File: src/rtl/pll_lock_sequencer_pkg.sv
// Shared definitions for the PLL lock sequencer: FSM state encodings and
// a helper used to size the shared timer.
package pll_lock_sequencer_pkg;

    localparam int STATE_W = 3;

    localparam logic [2:0] ST_PLL_RST = 3'd0;
    localparam logic [2:0] ST_WAIT1   = 3'd1;
    localparam logic [2:0] ST_WAIT2   = 3'd2;
    localparam logic [2:0] ST_STABLE  = 3'd3;
    localparam logic [2:0] ST_RUN     = 3'd4;

    function automatic int max2(input int a, input int b);
        return (a > b) ? a : b;
    endfunction

endpackage

File: src/rtl/pll_lock_sequencer_sync_bit.sv
// Multi-flop synchronizer for a single asynchronous level, cleared by the
// block reset so a stale lock never survives rst_n.
module sync_bit #(
    parameter int STAGES = 2
) (
    input  logic clk,
    input  logic rst_n,
    input  logic d,
    output logic q
);

    logic [STAGES-1:0] chain;

    always_ff @(posedge clk or negedge rst_n) begin
        if (!rst_n) begin
            chain <= '0;
        end else begin
            chain <= {chain[STAGES-2:0], d};
        end
    end

    assign q = chain[STAGES-1];

endmodule

File: src/rtl/pll_lock_sequencer.sv
// Resets the cascaded PLL pair, waits for both locks to hold steadily, then
// releases the 5 MHz and 1/0.5 MHz domain resets in order; re-resets on loss.
module pll_lock_sequencer
    import pll_lock_sequencer_pkg::*;
#(
    parameter int SYNC_STAGES      = 2,
    parameter int RST_PULSE_CYCLES = 16,
    parameter int TIMEOUT_CYCLES   = 500000,
    parameter int STABLE_CYCLES    = 1024,
    parameter int REL_GAP_CYCLES   = 64,
    parameter int CNT_W            = 8
) (
    input  logic               clk,
    input  logic               rst_n,
    input  logic               locked1_in,
    input  logic               locked2_in,
    output logic               pll_rst,
    output logic               rst1_n_out,
    output logic               rst2_n_out,
    output logic               all_locked,
    output logic [STATE_W-1:0] state_o,
    output logic [CNT_W-1:0]   loss_cnt,
    output logic [CNT_W-1:0]   retry_cnt
);

    localparam int MAX_P = max2(max2(RST_PULSE_CYCLES, TIMEOUT_CYCLES),
                                max2(STABLE_CYCLES, REL_GAP_CYCLES));
    localparam int TW    = $clog2(MAX_P + 1);

    localparam logic [TW-1:0] PULSE_LAST   = TW'(RST_PULSE_CYCLES - 1);
    localparam logic [TW-1:0] TIMEOUT_LAST = TW'(TIMEOUT_CYCLES - 1);
    localparam logic [TW-1:0] STABLE_LAST  = TW'(STABLE_CYCLES - 1);
    localparam logic [TW-1:0] GAP_VAL      = TW'(REL_GAP_CYCLES);

    logic               l1;
    logic               l2;
    logic [STATE_W-1:0] state;
    logic [STATE_W-1:0] state_nx;
    logic [TW-1:0]      timer;
    logic [TW-1:0]      timer_nx;
    logic               retry_inc;
    logic               loss_inc;

    sync_bit #(.STAGES(SYNC_STAGES)) u_sync_l1 (
        .clk   (clk),
        .rst_n (rst_n),
        .d     (locked1_in),
        .q     (l1)
    );

    sync_bit #(.STAGES(SYNC_STAGES)) u_sync_l2 (
        .clk   (clk),
        .rst_n (rst_n),
        .d     (locked2_in),
        .q     (l2)
    );

    // Lock arrival is checked before the timeout so a coincident lock never retries.
    always_comb begin
        state_nx  = state;
        retry_inc = 1'b0;
        loss_inc  = 1'b0;
        case (state)
            ST_PLL_RST: begin
                if (timer == PULSE_LAST) state_nx = ST_WAIT1;
            end
            ST_WAIT1: begin
                if (l1) begin
                    state_nx = ST_WAIT2;
                end else if (timer == TIMEOUT_LAST) begin
                    state_nx  = ST_PLL_RST;
                    retry_inc = 1'b1;
                end
            end
            ST_WAIT2: begin
                if (!l1) begin
                    state_nx = ST_PLL_RST;
                end else if (l2) begin
                    state_nx = ST_STABLE;
                end else if (timer == TIMEOUT_LAST) begin
                    state_nx  = ST_PLL_RST;
                    retry_inc = 1'b1;
                end
            end
            ST_STABLE: begin
                if (!(l1 && l2)) begin
                    state_nx = ST_PLL_RST;
                end else if (timer == STABLE_LAST) begin
                    state_nx = ST_RUN;
                end
            end
            ST_RUN: begin
                if (!(l1 && l2)) begin
                    state_nx = ST_PLL_RST;
                    loss_inc = 1'b1;
                end
            end
            default: state_nx = ST_PLL_RST;
        endcase
    end

    // One timer for every phase; in RUN it parks at the gap value so it cannot wrap.
    always_comb begin
        timer_nx = timer + TW'(1);
        if (state_nx != state) begin
            timer_nx = '0;
        end else if (state == ST_RUN && timer >= GAP_VAL) begin
            timer_nx = timer;
        end
    end

    always_ff @(posedge clk or negedge rst_n) begin
        if (!rst_n) begin
            state      <= ST_PLL_RST;
            timer      <= '0;
            pll_rst    <= 1'b1;
            rst1_n_out <= 1'b0;
            rst2_n_out <= 1'b0;
            all_locked <= 1'b0;
            loss_cnt   <= '0;
            retry_cnt  <= '0;
        end else begin
            state      <= state_nx;
            timer      <= timer_nx;
            pll_rst    <= (state_nx == ST_PLL_RST);
            rst1_n_out <= (state_nx == ST_RUN);
            rst2_n_out <= (state_nx == ST_RUN) && (timer_nx >= GAP_VAL);
            all_locked <= (state_nx == ST_RUN);
            if (loss_inc && loss_cnt != '1) loss_cnt <= loss_cnt + CNT_W'(1);
            if (retry_inc && retry_cnt != '1) retry_cnt <= retry_cnt + CNT_W'(1);
        end
    end

    assign state_o = state;

endmodule

File: config.mk
export PLATFORM = sky130hd
export DESIGN_NAME = pll_lock_sequencer
export DESIGN_NICKNAME = d
export VERILOG_FILES = /design/src/rtl/pll_lock_sequencer_pkg.sv /design/src/rtl/pll_lock_sequencer_sync_bit.sv /design/src/rtl/pll_lock_sequencer.sv
export SDC_FILE = /design/constraint.sdc
export NUM_CORES = 1
export LEC_CHECK = 0
export ABC_AREA = 1
export CORE_UTILIZATION = 40
export CTS_CLUSTER_DIAMETER = 100
export DETAILED_ROUTE_END_ITERATION = 7
export PLACE_DENSITY = 0.57
export SYNTH_ARGS = -nofsm -noshare
export SYNTH_HDL_FRONTEND = slang
export SYNTH_HIERARCHICAL = 1
export SYNTH_SLANG_ARGS = --single-unit
File: constraint.sdc
create_clock -name clk -period 3.6 [get_ports clk]
set_clock_uncertainty 0.05 [all_clocks]
set_input_delay 0.9 -clock clk [delete_from_list [all_inputs] [get_ports clk]]
set_output_delay 0.9 -clock clk [all_outputs]
set_load 0.01 [all_outputs]
==> out/results.ini <==
[routing]
drt_first_pass_iters=6
vias_per_cell=4.98
drcViolationCount=2
routed_wl_um=6040
vias=2282
ant_nets=0
drtIter0Drc=128
wl_per_cell_um=13.2

[synth]
synth_edf_count=0
yosys.cell_types.count=33
async_reset_ff_frac=1.00
avgSynthCellArea_sq_um=7.68
synth_common_cells=nand2_1 (81), nor2_1 (47), inv_1 (46)
ys_top_cells_by_area=dfrtp_1 (41%), nand2_1 (11%), nor2_1 (6.5%)
synthFlopType=dfrtp_1
synth_cells=353
synth_top_area_cell=dfrtp_1
yosysMostFrequentCell=nand2_1
syn_area_sq_um=2710
synth_top_area_share=0.406
synth_nets=361
ys_ff_latch=45
ys_seq_area_frac=0.416
yosysWarnings=6

[setup_path]
crit_fanout=18
cp.required_ns=3.73
critPathKind=reg2reg
r2r-end=rst2_n_out
crit_slowest_cell=dfrtp_1
r2r_cells=14
rr_startpoint=timer[0]
critPathLaunchType=register
max_stage_delay_ns=0.46
setup.worst_path.end=rst2_n_out
end_kind=register
crit_chain=ha_1, nand2_2, nor2_4, nand2_4, nor2_4, nand2_2, a21oi_2, nand2_1, nand2_2, nand2_4, nand2_4, nor2_4, nor2_2, a21oi_2
startpoint=timer[0]
reg2reg_slack_ns=1.12
crit_arrival_ns=2.62

[power]
total_power_uw=1230
leakage_uw=0.00148
power_density_nw_per_um2=396
irDropWorstVdd_mv=0.186

[grt]
grt_use_total=0.187
grt_max_degree=46
grt_antenna_before_repair=0
first_global_vias=2285
overflow=0
grt_pass1_wl_um=10700

[die]
num_rows=29
num_io_pins=27
fp.dieW_um=84.3
die_area_sq_um=7110
core_sq_um=6460
die_y_um=84.3
start_util=0.420

[timing]
rsz0062_at_grt=false
final-setup-viol-count=0
max_clock_freq_mhz=403
slew_viol_final=0
fin_crit_sh=0.690
whs_ns=0.305
relSlewSlack=0.317
finalSetupTns_ns=0
period_minus_slack_ns=2.48
tightest_slew_ns=1.02
finalHoldViolCount=0

[layout]
fin_nets=388
layout-drive-gt1-share=0.0971
syn_to_final_growth_pct=14.9
antenna_cells=0

[clock_tree]
ctsResizeCount=0
cts_buffer_depth=2
root_buffer=clkbuf_8
numCtsBuffers=5
htree_levels=2
clock_latency_ns=0.29
cts.clk_slew.worst_paths_ns=0.09
cts_tree=yes
cts.sinks=45
cts_hold_buf=0
cts_setup_buffers=0

[place]
gp_congestion=0.888
io_buffers=26
dpl.hpwl_um=4570

[min_path]
holdPathStages=0
hp-class=reg2reg
min_from=u_sync_l1/chain[0]

[outcome]
outcome=finished, violations left
violations=DRC

[job]
cap_violations=0

layer usage:
layer,up-vias,wire [um],track usage
li1,1168,-,-
met1,1055,2860,0.256
met2,51,2830,0.306
met3,8,267,0.0344
met4,0,86,0.0539
met5,-,0,0
worst max-delay path: cells and delay by family, from the launching register on:
kind / cells / cell delay, ns
adder cells (fa/ha/maj): 1 / 0.33
AND/OR/NAND/NOR: 11 / 1.29
flip-flops: 1 / 0.46
AO/OA/AOI/OAI: 2 / 0.24
report_power, final:
part,switching (uW),internal (uW)
registers,56.6,553
clock network,182,140
logic,205,97.5
flip-flops by register name, summed over array words and instances, names as in the netlist:
register / flops
timer: 19
loss_cnt: 8
retry_cnt: 8
state_o: 3
u_sync_l1/chain: 2
u_sync_l2/chain: 2
all_locked: 1
pll_rst: 1
rst2_n_out: 1
layout make-up:
type,instances,area (sq um)
Multi-Input combinational cell,253,1360
Tap cell,77,96.3
Sequential cell,45,1130
Clock inverter,3,25.0
Clock buffer,5,68.8
Fill cell,672,3340
Inverter,49,184
Timing Repair Buffer,26,255
how the worst min path moves through the flow:
stage | slack (ns) | endpoint
after floorplan | 0.28 | u_sync_l1/chain[1]
after global placement | 0.28 | u_sync_l1/chain[1]
after detailed placement | 0.29 | u_sync_l1/chain[1]
after CTS | 0.31 | u_sync_l1/chain[1]
after global routing | 0.31 | u_sync_l1/chain[1]
final | 0.31 | u_sync_l1/chain[1]
per-stage QoR:
stage	util	worst slack, ns	cell area, sq um	std cells
floorplan	-	1.60	2710	353
global placement	0.468	1.13	3020	450
detailed placement	0.468	1.15	3020	450
CTS	0.482	1.11	3120	458
global route	0.482	0.867	3120	458
finish	0.482	1.12	3120	458
cells by family after synthesis:
kind of cell               share of synthesized area
AOI/OAI and AO/OA                             0.0720
adders and majority gates                     0.0185
and+or+nand+nor                                0.329
DFF                                            0.416
muxes                                        0.00415
xor gates and xnor gates                      0.0775
buffers and inverters                         0.0831
cells in the final DEF (no fill, tap or decap), types with 2 or more instances in the layout:
master,netlist,routed
o211ai_1,6,6
dfrtp_1,44,44
nor2_1,47,47
a21oi_1,11,11
xor2_1,17,17
xnor2_1,7,7
nand3_1,24,24
clkdlybuf4s50_1,0,25
nand2_2,4,4
nor3b_1,2,2
nand2_4,3,3
inv_2,3,3
nand4_1,7,7
ha_1,4,4
nor2_4,6,6
nor3_1,6,6
a21oi_2,2,2
inv_1,46,46
clkbuf_8,0,5
nand2_1,81,81
nor2_2,7,7
o21ai_0,11,11
Power figures use the tool's default switching activity.
